==> src/rtl/gba_io_pkg.sv <==
// Shared definitions for the GBA cart / USB memory-port arbiter.
// Width codes, arbiter state and source encodings, cart data lane helpers.
package gba_io_pkg;

  localparam int unsigned ADDR_W = 26;

  localparam logic [1:0] W8  = 2'b01;
  localparam logic [1:0] W16 = 2'b10;
  localparam logic [1:0] W32 = 2'b11;

  typedef enum logic [1:0] {
    ST_IDLE,
    ST_RD_REQ,
    ST_RD_WAIT,
    ST_WR_REQ
  } arb_state_t;

  typedef enum logic [1:0] {
    SRC_NONE,
    SRC_CART,
    SRC_USB
  } src_t;

  // Cart writes are zero-extended into the 32-bit memory write word.
  function automatic logic [31:0] cart_wr_word(input logic [1:0] width, input logic [15:0] data);
    return (width == W8) ? {24'h0, data[7:0]} : {16'h0, data};
  endfunction

  function automatic logic [15:0] cart_rd_half(input logic [1:0] width, input logic [15:0] data);
    return (width == W8) ? {8'h0, data[7:0]} : data;
  endfunction

endpackage

==> src/rtl/mem_port_arbiter_cart_req_capture.sv <==
// One-deep pending register for single-cycle cart strobes, with sticky
// overrun detection for strobes that cannot be accepted.
module cart_req_capture
  import gba_io_pkg::*;
(
  input  logic              clk,
  input  logic              rst_n,
  input  logic              i_rd,
  input  logic              i_wr,
  input  logic [ADDR_W-1:0] i_addr,
  input  logic [1:0]        i_width,
  input  logic [15:0]       i_wdata,
  input  logic              i_retire,
  output logic              o_pending,
  output logic              o_op_wr,
  output logic [ADDR_W-1:0] o_addr,
  output logic [1:0]        o_width,
  output logic [15:0]       o_wdata,
  output logic              o_overrun
);

  logic              r_pending;
  logic              r_op_wr;
  logic [ADDR_W-1:0] r_addr;
  logic [1:0]        r_width;
  logic [15:0]       r_wdata;
  logic              r_overrun;
  logic              w_strobe;
  logic              w_busy;

  // The slot is free if empty or retiring this cycle.
  always_comb begin
    w_strobe = i_rd | i_wr;
    w_busy   = r_pending & ~i_retire;
  end

  always_ff @(posedge clk) begin
    if (!rst_n) begin
      r_pending <= 1'b0;
      r_op_wr   <= 1'b0;
      r_addr    <= '0;
      r_width   <= '0;
      r_wdata   <= '0;
      r_overrun <= 1'b0;
    end else begin
      if (w_strobe && !w_busy) begin
        r_pending <= 1'b1;
        r_op_wr   <= i_wr & ~i_rd;
        r_addr    <= i_addr;
        r_width   <= i_width;
        r_wdata   <= i_wdata;
      end else if (i_retire) begin
        r_pending <= 1'b0;
      end
      if ((w_strobe && w_busy) || (i_rd && i_wr))
        r_overrun <= 1'b1;
    end
  end

  always_comb begin
    o_pending = r_pending;
    o_op_wr   = r_op_wr;
    o_addr    = r_addr;
    o_width   = r_width;
    o_wdata   = r_wdata;
    o_overrun = r_overrun;
  end

endmodule

==> src/rtl/mem_port_arbiter.sv <==
// Shares the single external memory port between the cart bus and the USB
// host path; one transaction at a time, results returned to the owner.
module mem_port_arbiter
  import gba_io_pkg::*;
#(
  parameter bit CART_PRIORITY = 1'b1
) (
  input  logic              clk,
  input  logic              rst_n,
  input  logic              i_cart_rd,
  input  logic              i_cart_wr,
  input  logic [ADDR_W-1:0] i_cart_addr,
  input  logic [1:0]        i_cart_width,
  input  logic [15:0]       i_cart_wr_data,
  output logic [15:0]       o_cart_rd_data,
  output logic              o_cart_rd_valid,
  input  logic              i_usb_rd,
  input  logic              i_usb_wr,
  input  logic [ADDR_W-1:0] i_usb_addr,
  input  logic [31:0]       i_usb_wr_data,
  output logic [31:0]       o_usb_rd_data,
  output logic              o_usb_rd_valid,
  output logic              o_usb_wr_ready,
  output logic              o_from_cart,
  output logic              o_from_usb,
  output logic [ADDR_W-1:0] o_cart_usb_addr,
  input  logic [ADDR_W-1:0] i_mem_addr,
  output logic              o_mem_rd,
  output logic              o_mem_wr,
  output logic [1:0]        o_mem_data_width,
  output logic [ADDR_W-1:0] o_mem_addr,
  output logic [31:0]       o_mem_wr_data,
  input  logic              i_mem_rd_ready,
  input  logic              i_mem_wr_ready,
  input  logic              i_mem_rd_valid,
  input  logic [31:0]       i_mem_rd_data,
  output logic              o_cart_overrun
);

  arb_state_t        r_state;
  arb_state_t        w_next;
  src_t              r_src;
  src_t              r_last_src;
  src_t              w_sel;
  logic [ADDR_W-1:0] r_addr;
  logic [1:0]        r_width;
  logic [31:0]       r_wdata;
  logic [15:0]       r_cart_rd_data;
  logic              r_cart_rd_valid;
  logic [31:0]       r_usb_rd_data;
  logic              r_usb_rd_valid;
  logic              r_usb_wr_ready;
  logic              r_usb_rd_q;
  logic              r_usb_wr_q;
  logic              w_usb_req;
  logic              w_rd_done;
  logic              w_wr_done;
  logic              w_retire;
  logic              w_cart_pending;
  logic              w_cart_op_wr;
  logic [ADDR_W-1:0] w_cart_addr;
  logic [1:0]        w_cart_width;
  logic [15:0]       w_cart_wdata;
  logic              w_cart_overrun;

  cart_req_capture u_cart_cap (
    .clk       (clk),
    .rst_n     (rst_n),
    .i_rd      (i_cart_rd),
    .i_wr      (i_cart_wr),
    .i_addr    (i_cart_addr),
    .i_width   (i_cart_width),
    .i_wdata   (i_cart_wr_data),
    .i_retire  (w_retire),
    .o_pending (w_cart_pending),
    .o_op_wr   (w_cart_op_wr),
    .o_addr    (w_cart_addr),
    .o_width   (w_cart_width),
    .o_wdata   (w_cart_wdata),
    .o_overrun (w_cart_overrun)
  );

  // USB levels are registered so a cart strobe and a USB request raised in
  // the same cycle reach arbitration together; the completion pulse masks
  // the request the requester is still dropping.
  always_comb begin
    w_usb_req = (r_usb_rd_q | r_usb_wr_q) & ~r_usb_wr_ready & ~r_usb_rd_valid;
    w_rd_done = (r_state == ST_RD_WAIT) & i_mem_rd_valid;
    w_wr_done = (r_state == ST_WR_REQ) & i_mem_wr_ready;
    w_retire  = (w_rd_done | w_wr_done) & (r_src == SRC_CART);
  end

  always_comb begin
    w_sel = SRC_NONE;
    if (r_state == ST_IDLE) begin
      if (w_cart_pending && w_usb_req)
        w_sel = (CART_PRIORITY || r_last_src != SRC_CART) ? SRC_CART : SRC_USB;
      else if (w_cart_pending)
        w_sel = SRC_CART;
      else if (w_usb_req)
        w_sel = SRC_USB;
    end
  end

  always_ff @(posedge clk) begin
    if (!rst_n) r_state <= ST_IDLE;
    else        r_state <= w_next;
  end

  always_comb begin
    w_next = r_state;
    case (r_state)
      ST_IDLE: begin
        if (w_sel == SRC_CART)     w_next = w_cart_op_wr ? ST_WR_REQ : ST_RD_REQ;
        else if (w_sel == SRC_USB) w_next = r_usb_rd_q ? ST_RD_REQ : ST_WR_REQ;
      end
      ST_RD_REQ:  if (i_mem_rd_ready) w_next = ST_RD_WAIT;
      ST_RD_WAIT: if (i_mem_rd_valid) w_next = ST_IDLE;
      ST_WR_REQ:  if (i_mem_wr_ready) w_next = ST_IDLE;
      default:    w_next = ST_IDLE;
    endcase
  end

  always_ff @(posedge clk) begin
    if (!rst_n) begin
      r_src           <= SRC_NONE;
      r_last_src      <= SRC_NONE;
      r_addr          <= '0;
      r_width         <= '0;
      r_wdata         <= '0;
      r_cart_rd_data  <= '0;
      r_cart_rd_valid <= 1'b0;
      r_usb_rd_data   <= '0;
      r_usb_rd_valid  <= 1'b0;
      r_usb_wr_ready  <= 1'b0;
      r_usb_rd_q      <= 1'b0;
      r_usb_wr_q      <= 1'b0;
    end else begin
      r_usb_rd_q      <= i_usb_rd;
      r_usb_wr_q      <= i_usb_wr;
      r_cart_rd_valid <= 1'b0;
      r_usb_rd_valid  <= 1'b0;
      r_usb_wr_ready  <= 1'b0;
      if (w_sel == SRC_CART) begin
        r_src      <= SRC_CART;
        r_last_src <= SRC_CART;
        r_addr     <= w_cart_addr;
        r_width    <= w_cart_width;
        r_wdata    <= cart_wr_word(w_cart_width, w_cart_wdata);
      end else if (w_sel == SRC_USB) begin
        r_src      <= SRC_USB;
        r_last_src <= SRC_USB;
        r_addr     <= i_usb_addr;
        r_width    <= W32;
        r_wdata    <= i_usb_wr_data;
      end
      if (w_rd_done || w_wr_done)
        r_src <= SRC_NONE;
      if (w_rd_done && r_src == SRC_CART) begin
        r_cart_rd_valid <= 1'b1;
        r_cart_rd_data  <= cart_rd_half(r_width, i_mem_rd_data[15:0]);
      end
      if (w_rd_done && r_src == SRC_USB) begin
        r_usb_rd_valid <= 1'b1;
        r_usb_rd_data  <= i_mem_rd_data;
      end
      if (w_wr_done && r_src == SRC_USB)
        r_usb_wr_ready <= 1'b1;
    end
  end

  always_comb begin
    o_mem_rd         = (r_state == ST_RD_REQ);
    o_mem_wr         = (r_state == ST_WR_REQ);
    o_from_cart      = (r_src == SRC_CART);
    o_from_usb       = (r_src == SRC_USB);
    o_cart_usb_addr  = r_addr;
    o_mem_addr       = i_mem_addr;
    o_mem_data_width = r_width;
    o_mem_wr_data    = r_wdata;
    o_cart_rd_data   = r_cart_rd_data;
    o_cart_rd_valid  = r_cart_rd_valid;
    o_usb_rd_data    = r_usb_rd_data;
    o_usb_rd_valid   = r_usb_rd_valid;
    o_usb_wr_ready   = r_usb_wr_ready;
    o_cart_overrun   = w_cart_overrun;
  end

endmodule

==> config.mk <==
export PLATFORM = sky130hd
export DESIGN_NAME = mem_port_arbiter
export DESIGN_NICKNAME = d
export VERILOG_FILES = /design/src/rtl/gba_io_pkg.sv /design/src/rtl/mem_port_arbiter_cart_req_capture.sv /design/src/rtl/mem_port_arbiter.sv
export SDC_FILE = /design/constraint.sdc
export NUM_CORES = 1
export LEC_CHECK = 0
export ABC_CLOCK_PERIOD_IN_PS = 2250
export BUFFER_PORTS_ARGS = -buffer_cell sky130_fd_sc_hd__clkbuf_2
export CORE_MARGIN = 2
export CORE_UTILIZATION = 42
export DETAILED_ROUTE_END_ITERATION = 6
export GPL_ROUTABILITY_DRIVEN = 0
export PLACE_DENSITY = 0.76
export SKIP_LAST_GASP = 1
export SLEW_MARGIN = 25
export SYNTH_ARGS = -nofsm -noshare
export SYNTH_HDL_FRONTEND = slang
export SYNTH_SLANG_ARGS = --single-unit
export TNS_END_PERCENT = 30
==> constraint.sdc <==
create_clock -name clk -period 2.25 [get_ports clk]
set_clock_uncertainty 0.05 [all_clocks]
set_input_delay 0.225 -clock clk [delete_from_list [all_inputs] [get_ports clk]]
set_output_delay 0.225 -clock clk [all_outputs]
set_load 0.1 [all_outputs]
Yosys cells after proc, flatten, opt, wreduce, memory -nomap -nowiden
Index checks and enable logic that the tools add are counted.
{ "classes": {"bitwise": 15, "n_reduce_logical": 16, "eq_ne": 13, "mux": 27} }
{ "op_table": {"columns": ["cell", "count"], "rows": [
  ["32-bit two-way mux", 2],
  ["26-bit two-way mux", 2],
  ["16-bit two-way mux", 2],
  ["2-bit two-way mux", 13],
  ["2-bit by 1-bit == test with 1-bit output (second input constant)", 5],
  ["2-bit == test (second input constant)", 4],
  ["2-bit case mux with 4 select lines", 1],
  ["1-bit AND", 7],
  ["1-bit logical AND", 7],
  ["1-bit two-way mux", 7],
  ["1-bit NOT", 5],
  ["2-bit by 1-bit inequality test with 1-bit output (second input constant)", 2],
  ["4-bit AND reduction", 1],
  ["2-bit nonzero test", 2],
  ["3-bit by 1-bit inequality test with 1-bit output (second input constant)", 1],
  ["1-bit OR", 3],
  ["3-bit OR reduction", 1],
  ["2-bit zero test", 1],
  ["1-bit logical OR", 2],
  ["2-bit inequality test (second input constant)", 1],
  ["2-bit OR reduction", 1],
  ["1-bit zero test", 1]
]} }
{ "word_totals": {"register_bits": 164, "out_inout_bits": 142, "wordCells": 90} }

Longest topological paths before layout
{ "logic_depth": {"word_depth": 11, "ltp_mapped": 12} }

Modules after synthesis
A second synthesis with hierarchy kept.
{ "unflattened": {"cells_unflattened": 730, "area_unflattened_um2": 7020.5} }
{ "modules_own_cells": {"columns": ["module", "area_each_um2", "instances", "cells_each", "seq_area_each_um2"], "rows": [
  ["mem_port_arbiter", 5134.9, 1, 526, 2342.2],
  ["cart_req_capture", 1885.6, 1, 204, 940.9]
]} }

Least setup slack after synthesis
OpenSTA, ideal clock, no wires.
{ "synth_path": {"path_kind": "reg2reg", "startpoint": "reg r_src[0]", "endpoint": "reg r_cart_rd_data[7] (netlist: o_cart_rd_data[7])", "required_time_ps": 2068, "arrival_ps": 2665, "path_buffers": 1, "stages_incl_launch_ff": 6, "setup_slack_ps": -597, "path_cell_list": "dfxtp_1 nor2b_1 nand3_1 buf_2 nand2_1 a21oi_1"} }
{ "synth_between": {"elab_chain_len": 2} }
{ "synth_lines": {"columns": ["item", "line_no", "rtl"], "rows": [
  ["start, declared", "mem_port_arbiter.sv:42", "src_t r_src;"],
  ["start signal, assigned", "mem_port_arbiter.sv:126", "r_src <= SRC_NONE;"],
  ["start signal, assigned", "mem_port_arbiter.sv:145", "r_src <= SRC_CART;"],
  ["start signal, assigned", "mem_port_arbiter.sv:151", "r_src <= SRC_USB;"],
  ["2-bit by 1-bit == test with 1-bit output", null, null],
  ["named net o_from_cart", "mem_port_arbiter.sv:24", "output logic o_from_cart,"],
  ["1-bit logical AND", "mem_port_arbiter.sv:159", "if (w_rd_done && r_src == SRC_CART) begin"],
  ["end signal, assigned", "mem_port_arbiter.sv:161", "r_cart_rd_data <= cart_rd_half(r_width, i_mem_rd_data[15:0]);"],
  ["end, declared", "mem_port_arbiter.sv:48", "logic [15:0] r_cart_rd_data;"]
]} }
The timed path passes the listed nets, and every way through them passes these cells.
A chain may end at the register's enable or synchronous reset.

Worst setup path after layout
{ "layout_path": {"startpoint": "reg r_state[1]", "endpoint": "reg r_wdata[10] (netlist: o_mem_wr_data[10])"} }
{ "layout_between": {"elab_chain_len": 4, "word_cells_on_any_way": 6, "cone_classes": "eq/ne: 2; mux: 2; reduce/logical: 2"} }
{ "layout_lines": {"columns": ["item", "line_no", "rtl"], "rows": [
  ["start, declared", "mem_port_arbiter.sv:40", "arb_state_t r_state;"],
  ["start signal, assigned", "mem_port_arbiter.sv:107", "else r_state <= w_next;"],
  ["2-bit zero test (*)", "mem_port_arbiter.sv:95", "if (r_state == ST_IDLE) begin"],
  ["2-bit two-way mux (*)", "mem_port_arbiter.sv:95", null],
  ["2-bit by 1-bit == test with 1-bit output / 2-bit == test (equally long branches)", "mem_port_arbiter.sv:144, mem_port_arbiter.sv:150", null],
  ["32-bit two-way mux / 2-bit nonzero test (equally long branches)", null, null],
  ["end signal, assigned", "mem_port_arbiter.sv:149", "r_wdata <= cart_wr_word(w_cart_width, w_cart_wdata);"],
  ["end signal, assigned", "mem_port_arbiter.sv:155", "r_wdata <= i_usb_wr_data;"],
  ["end, declared", "mem_port_arbiter.sv:47", "logic [31:0] r_wdata;"]
]} }
Every way passes the cells marked *; elsewhere a longest branch is shown, timed or not.

==> flow_metrics.tcl <==
set metrics [dict create \
    rr_endpoint "o_mem_wr_data[10]" \
    holdCritPathClass "primary input to register" \
    path_cells "nor2_4, o21ai_1, or4_4, inv_2, ha_4, nand2b_1, a21oi_2, a222oi_1, nor2_1" \
    finalHoldViolCount 0 \
    antenna_found_initial 1 \
    crit_required_ps 2550 \
    layout-drive-gt1-share_pct 30.46 \
    syn_area_per_cell_um2 8.582 \
    synth-warning-count 0 \
    reg2reg_launch_point "r_state[1]" \
    die-area_mm2 0.01665 \
    postLayoutSetupSlackWorst_ps 97.71 \
    hold_path_depth 3 \
    cts.clk_slew.worst_paths_ps 60 \
    hold_end "o_mem_wr_data[11]" \
    drt-wirelength-per-cell_um 14.90 \
    starting_utilization_of_the_core_area_pct 43.03 \
    placed_cell_area_mm2 0.007943 \
    rsz_0062_raised_after_global_routing "false" \
    dieHeight_um 129.0 \
    dr.first_iter.drc_count 382 \
    final_cells 1302 \
    first_global_vias 6347 \
    critical_path.top_delay_family "simple AND/OR/NAND/NOR gates" \
    biggest_area_contributors_in_the_synthesized_netlist "dfxtp_1, mux2i_1, nand2_1" \
    cap_viol_max_count 0 \
    end_kind "register" \
    numPlacedInstances 1178 \
    cp_slowest_stage_delay_ps 430 \
    netlist.top_cell.by_area "dfxtp_1" \
    status "finished clean" \
    reg2regPathDepth 9 \
    timing_worst_setup_path_type "register to register" \
    number_of_iterations_in_the_first_detailed_routing_pass 5 \
    post-route-period-util_pct 95.66 \
    die-width_um 129.0 \
    ios 311 \
    placement.io_buffers 258 \
    timing.critical_path.arrival_ps 2460 \
    synth.cell_area_mm2 0.006565 \
    global_route.usage.total_pct 22.82 \
    max_slew.worst_pin.slew_ps 595.9 \
    final.fill_count 1250 \
    synth-main-ff-cell "dfxtp_1" \
    tritoncts_clock_tree "yes" \
    routed-via-count 6422 \
    netlist.area_leader.share_pct 50.01 \
    slew-limit-headroom_pct 60.27 \
    regToRegSetupSlack_ps 100 \
    clkLatencyLatePin_ps 420 \
    maxClockFrequency_mhz 464.6 \
    powerDensity_mw_per_mm2 1126 \
    synth_cell_types 33 \
    drt-total-wl_um 19400 \
    synth-async-reset-ratio_pct 0 \
    drt.antenna.violating_nets 0 \
    path_buf_inv 1 \
    postSynthRegisterBits 164 \
    leftover_overflow_at_the_end_of_global_routing 0 \
    post-place-ws_ps -229.0 \
    synth.net_count 936 \
    grt_start_max_net_pins 94 \
    crit_slowest_cell "or4_4" \
    design.core.area_mm2 0.01526 \
    final_area_mm2 0.009594 \
    h-tree-depth 4 \
    syn_to_final_growth_pct 46.14 \
    drcViolationCount 0 \
    power_w 0.01080 \
    synth-seq-area-share_pct 50.01 \
    rows 45 \
    syn-instance-count 765 \
    clock-sinks 164 \
    clock_tree.buffer_depth 2 \
    peak_supply_drop_mv 0.7918 \
    slew_violations 0 \
    hpwl_detailed_um 12290 \
    worstHoldStart "i_usb_wr_data[11]" \
    synth_enable_flop_cells 0 \
    cts_root_buf "clkbuf_16" \
    critPathMaxFanout 8 \
    numCtsBuffers 17 \
    number_of_failing_setup_endpoints_in_the_final_timing_report 0 \
    finalCriticalPeriod_ps 2152 \
    worst_setup_path_start_kind "register" \
    design.final.nets 1248 \
    leakagePower_nw 4.367 \
    finalHoldWorstSlack_ps 11.15 \
    post_drt_via_cell_ratio 4.932 \
    grt_pass1_wl_um 30050 \
]
-- how the worst max path moves through the flow --
| stage | slack, ps | from | cells past startpoint | end |
|---|---|---|---|---|
| after floorplan | -340 | o_usb_rd_valid | 9 | o_cart_usb_addr[10] |
| after global placement | -110 | r_state[0] | 9 | o_mem_wr_data[11] |
| after detailed placement | -230 | r_state[0] | 9 | o_mem_wr_data[14] |
| after CTS | -10 | r_state[1] | 9 | o_mem_wr_data[10] |
| after global routing | 20 | r_state[1] | 11 | o_cart_usb_addr[14] |
| final | 100 | r_state[1] | 9 | o_mem_wr_data[10] |
-- what timing repair did --
item	CTS	global route
resized for setup	9	2
endpoints found under the setup margin	10	55
hold endpoints to repair	94	0
pin swaps	3	2
setup buffers	2	0
cloned	1	0
hold buffers	88	0
-- layout make-up --
type / instances / area (µm²) / area share (%)
diodes: 1 / 2.502 / 0.02608
clock buffers: 19 / 442.9 / 4.617
clock inverters: 13 / 229.0 / 2.387
inverters: 7 / 27.53 / 0.2869
multi-input cells: 512 / 2806 / 29.25
flip-flops and latches: 164 / 3284 / 34.23
well taps: 211 / 264.0 / 2.752
repair buffers: 375 / 2537 / 26.45
-- tightest hold or removal path, delay by kind of cell --
kind / cells / cell delay [ps]
buf+inv: 1 / 70
simple gates: 1 / 80
compound gates: 1 / 70
-- where the power goes --
part           switching [W]  total, W  internal, W  leakage, nW
combinational        0.00294   0.00410      0.00116         2.70
sequential          0.000193   0.00342      0.00322         1.34
clock                0.00118   0.00329      0.00211        0.327
total                0.00431    0.0108      0.00650         4.37
-- through the flow --
step,setup TNS [ps],util (%)
2_1_floorplan,-16820,-
3_3_place_gp,-826.1,52.05
3_5_place_dp,-1412,52.05
4_1_cts,-9.540,62.82
5_1_grt,0,62.88
6_report,0,62.88
-- cell families (layout without fill, tap and decap cells) --
kind of cell / after synthesis / count (layout) / synth area share (%)
simple gates: 309 / 309 / 18.73
flops: 164 / 164 / 50.01
compound gates: 121 / 121 / 10.67
buf+inv: 89 / 414 / 8.005
mux: 80 / 80 / 12.20
fa+ha+maj: 2 / 2 / 0.3811
other cells: 0 / 1 / 0
-- cell usage after synthesis, drive strengths merged (3+ instances only) --
cell type,count
clkbuf,42
a222oi,8
a21oi,89
buf,40
nor2b,4
dfxtp,164
a22oi,16
inv,6
nand3,10
mux2i,80
nand2,179
o21ai,3
nor2,102
and2,3
-- placed cells by master (no fill, tap or decap), types with 2 or more instances in the layout --
cell type / Yosys / final
nor2_1: 102 / 99
nand2_1: 179 / 179
a21oi_1: 89 / 88
nand2b_1: 2 / 2
nand3_1: 10 / 10
bufinv_16: 0 / 6
and2_1: 3 / 3
clkinv_2: 0 / 4
a22oi_1: 16 / 16
inv_1: 6 / 5
o22ai_1: 2 / 2
and3_1: 2 / 2
buf_6: 0 / 2
a222oi_1: 8 / 8
nor3_1: 2 / 2
buf_4: 26 / 18
dfxtp_1: 164 / 163
buf_12: 5 / 9
clkbuf_16: 0 / 17
nor2b_2: 0 / 2
clkbuf_2: 1 / 257
clkinv_4: 0 / 2
ha_4: 0 / 2
nor2_2: 0 / 2
dlygate4sd3_1: 0 / 88
mux2i_1: 80 / 80
-- routing by layer --
layer	wire [µm]	share of wire (%)	GRT usage, %
met5	0	0	0
met3	1717	8.9	7.514
met4	429	2.2	9.399
met1	7441	38	24.82
met2	9814	51	40.90
-- registers in the layout, summed over array words and instances, names as in the netlist --
name / flops
o_cart_usb_addr: 26
u_cart_cap.o_wdata: 16
u_cart_cap.o_op_wr: 1
o_usb_rd_data: 32
o_usb_rd_valid: 1
r_state: 2
o_mem_wr_data: 32
r_usb_rd_q: 1
o_cart_rd_data: 16
r_src: 2
u_cart_cap.o_overrun: 1
o_mem_data_width: 2
u_cart_cap.o_pending: 1
u_cart_cap.o_width: 2
o_cart_rd_valid: 1
o_usb_wr_ready: 1
r_usb_wr_q: 1
u_cart_cap.o_addr: 26
Power figures use the tool's default switching activity.
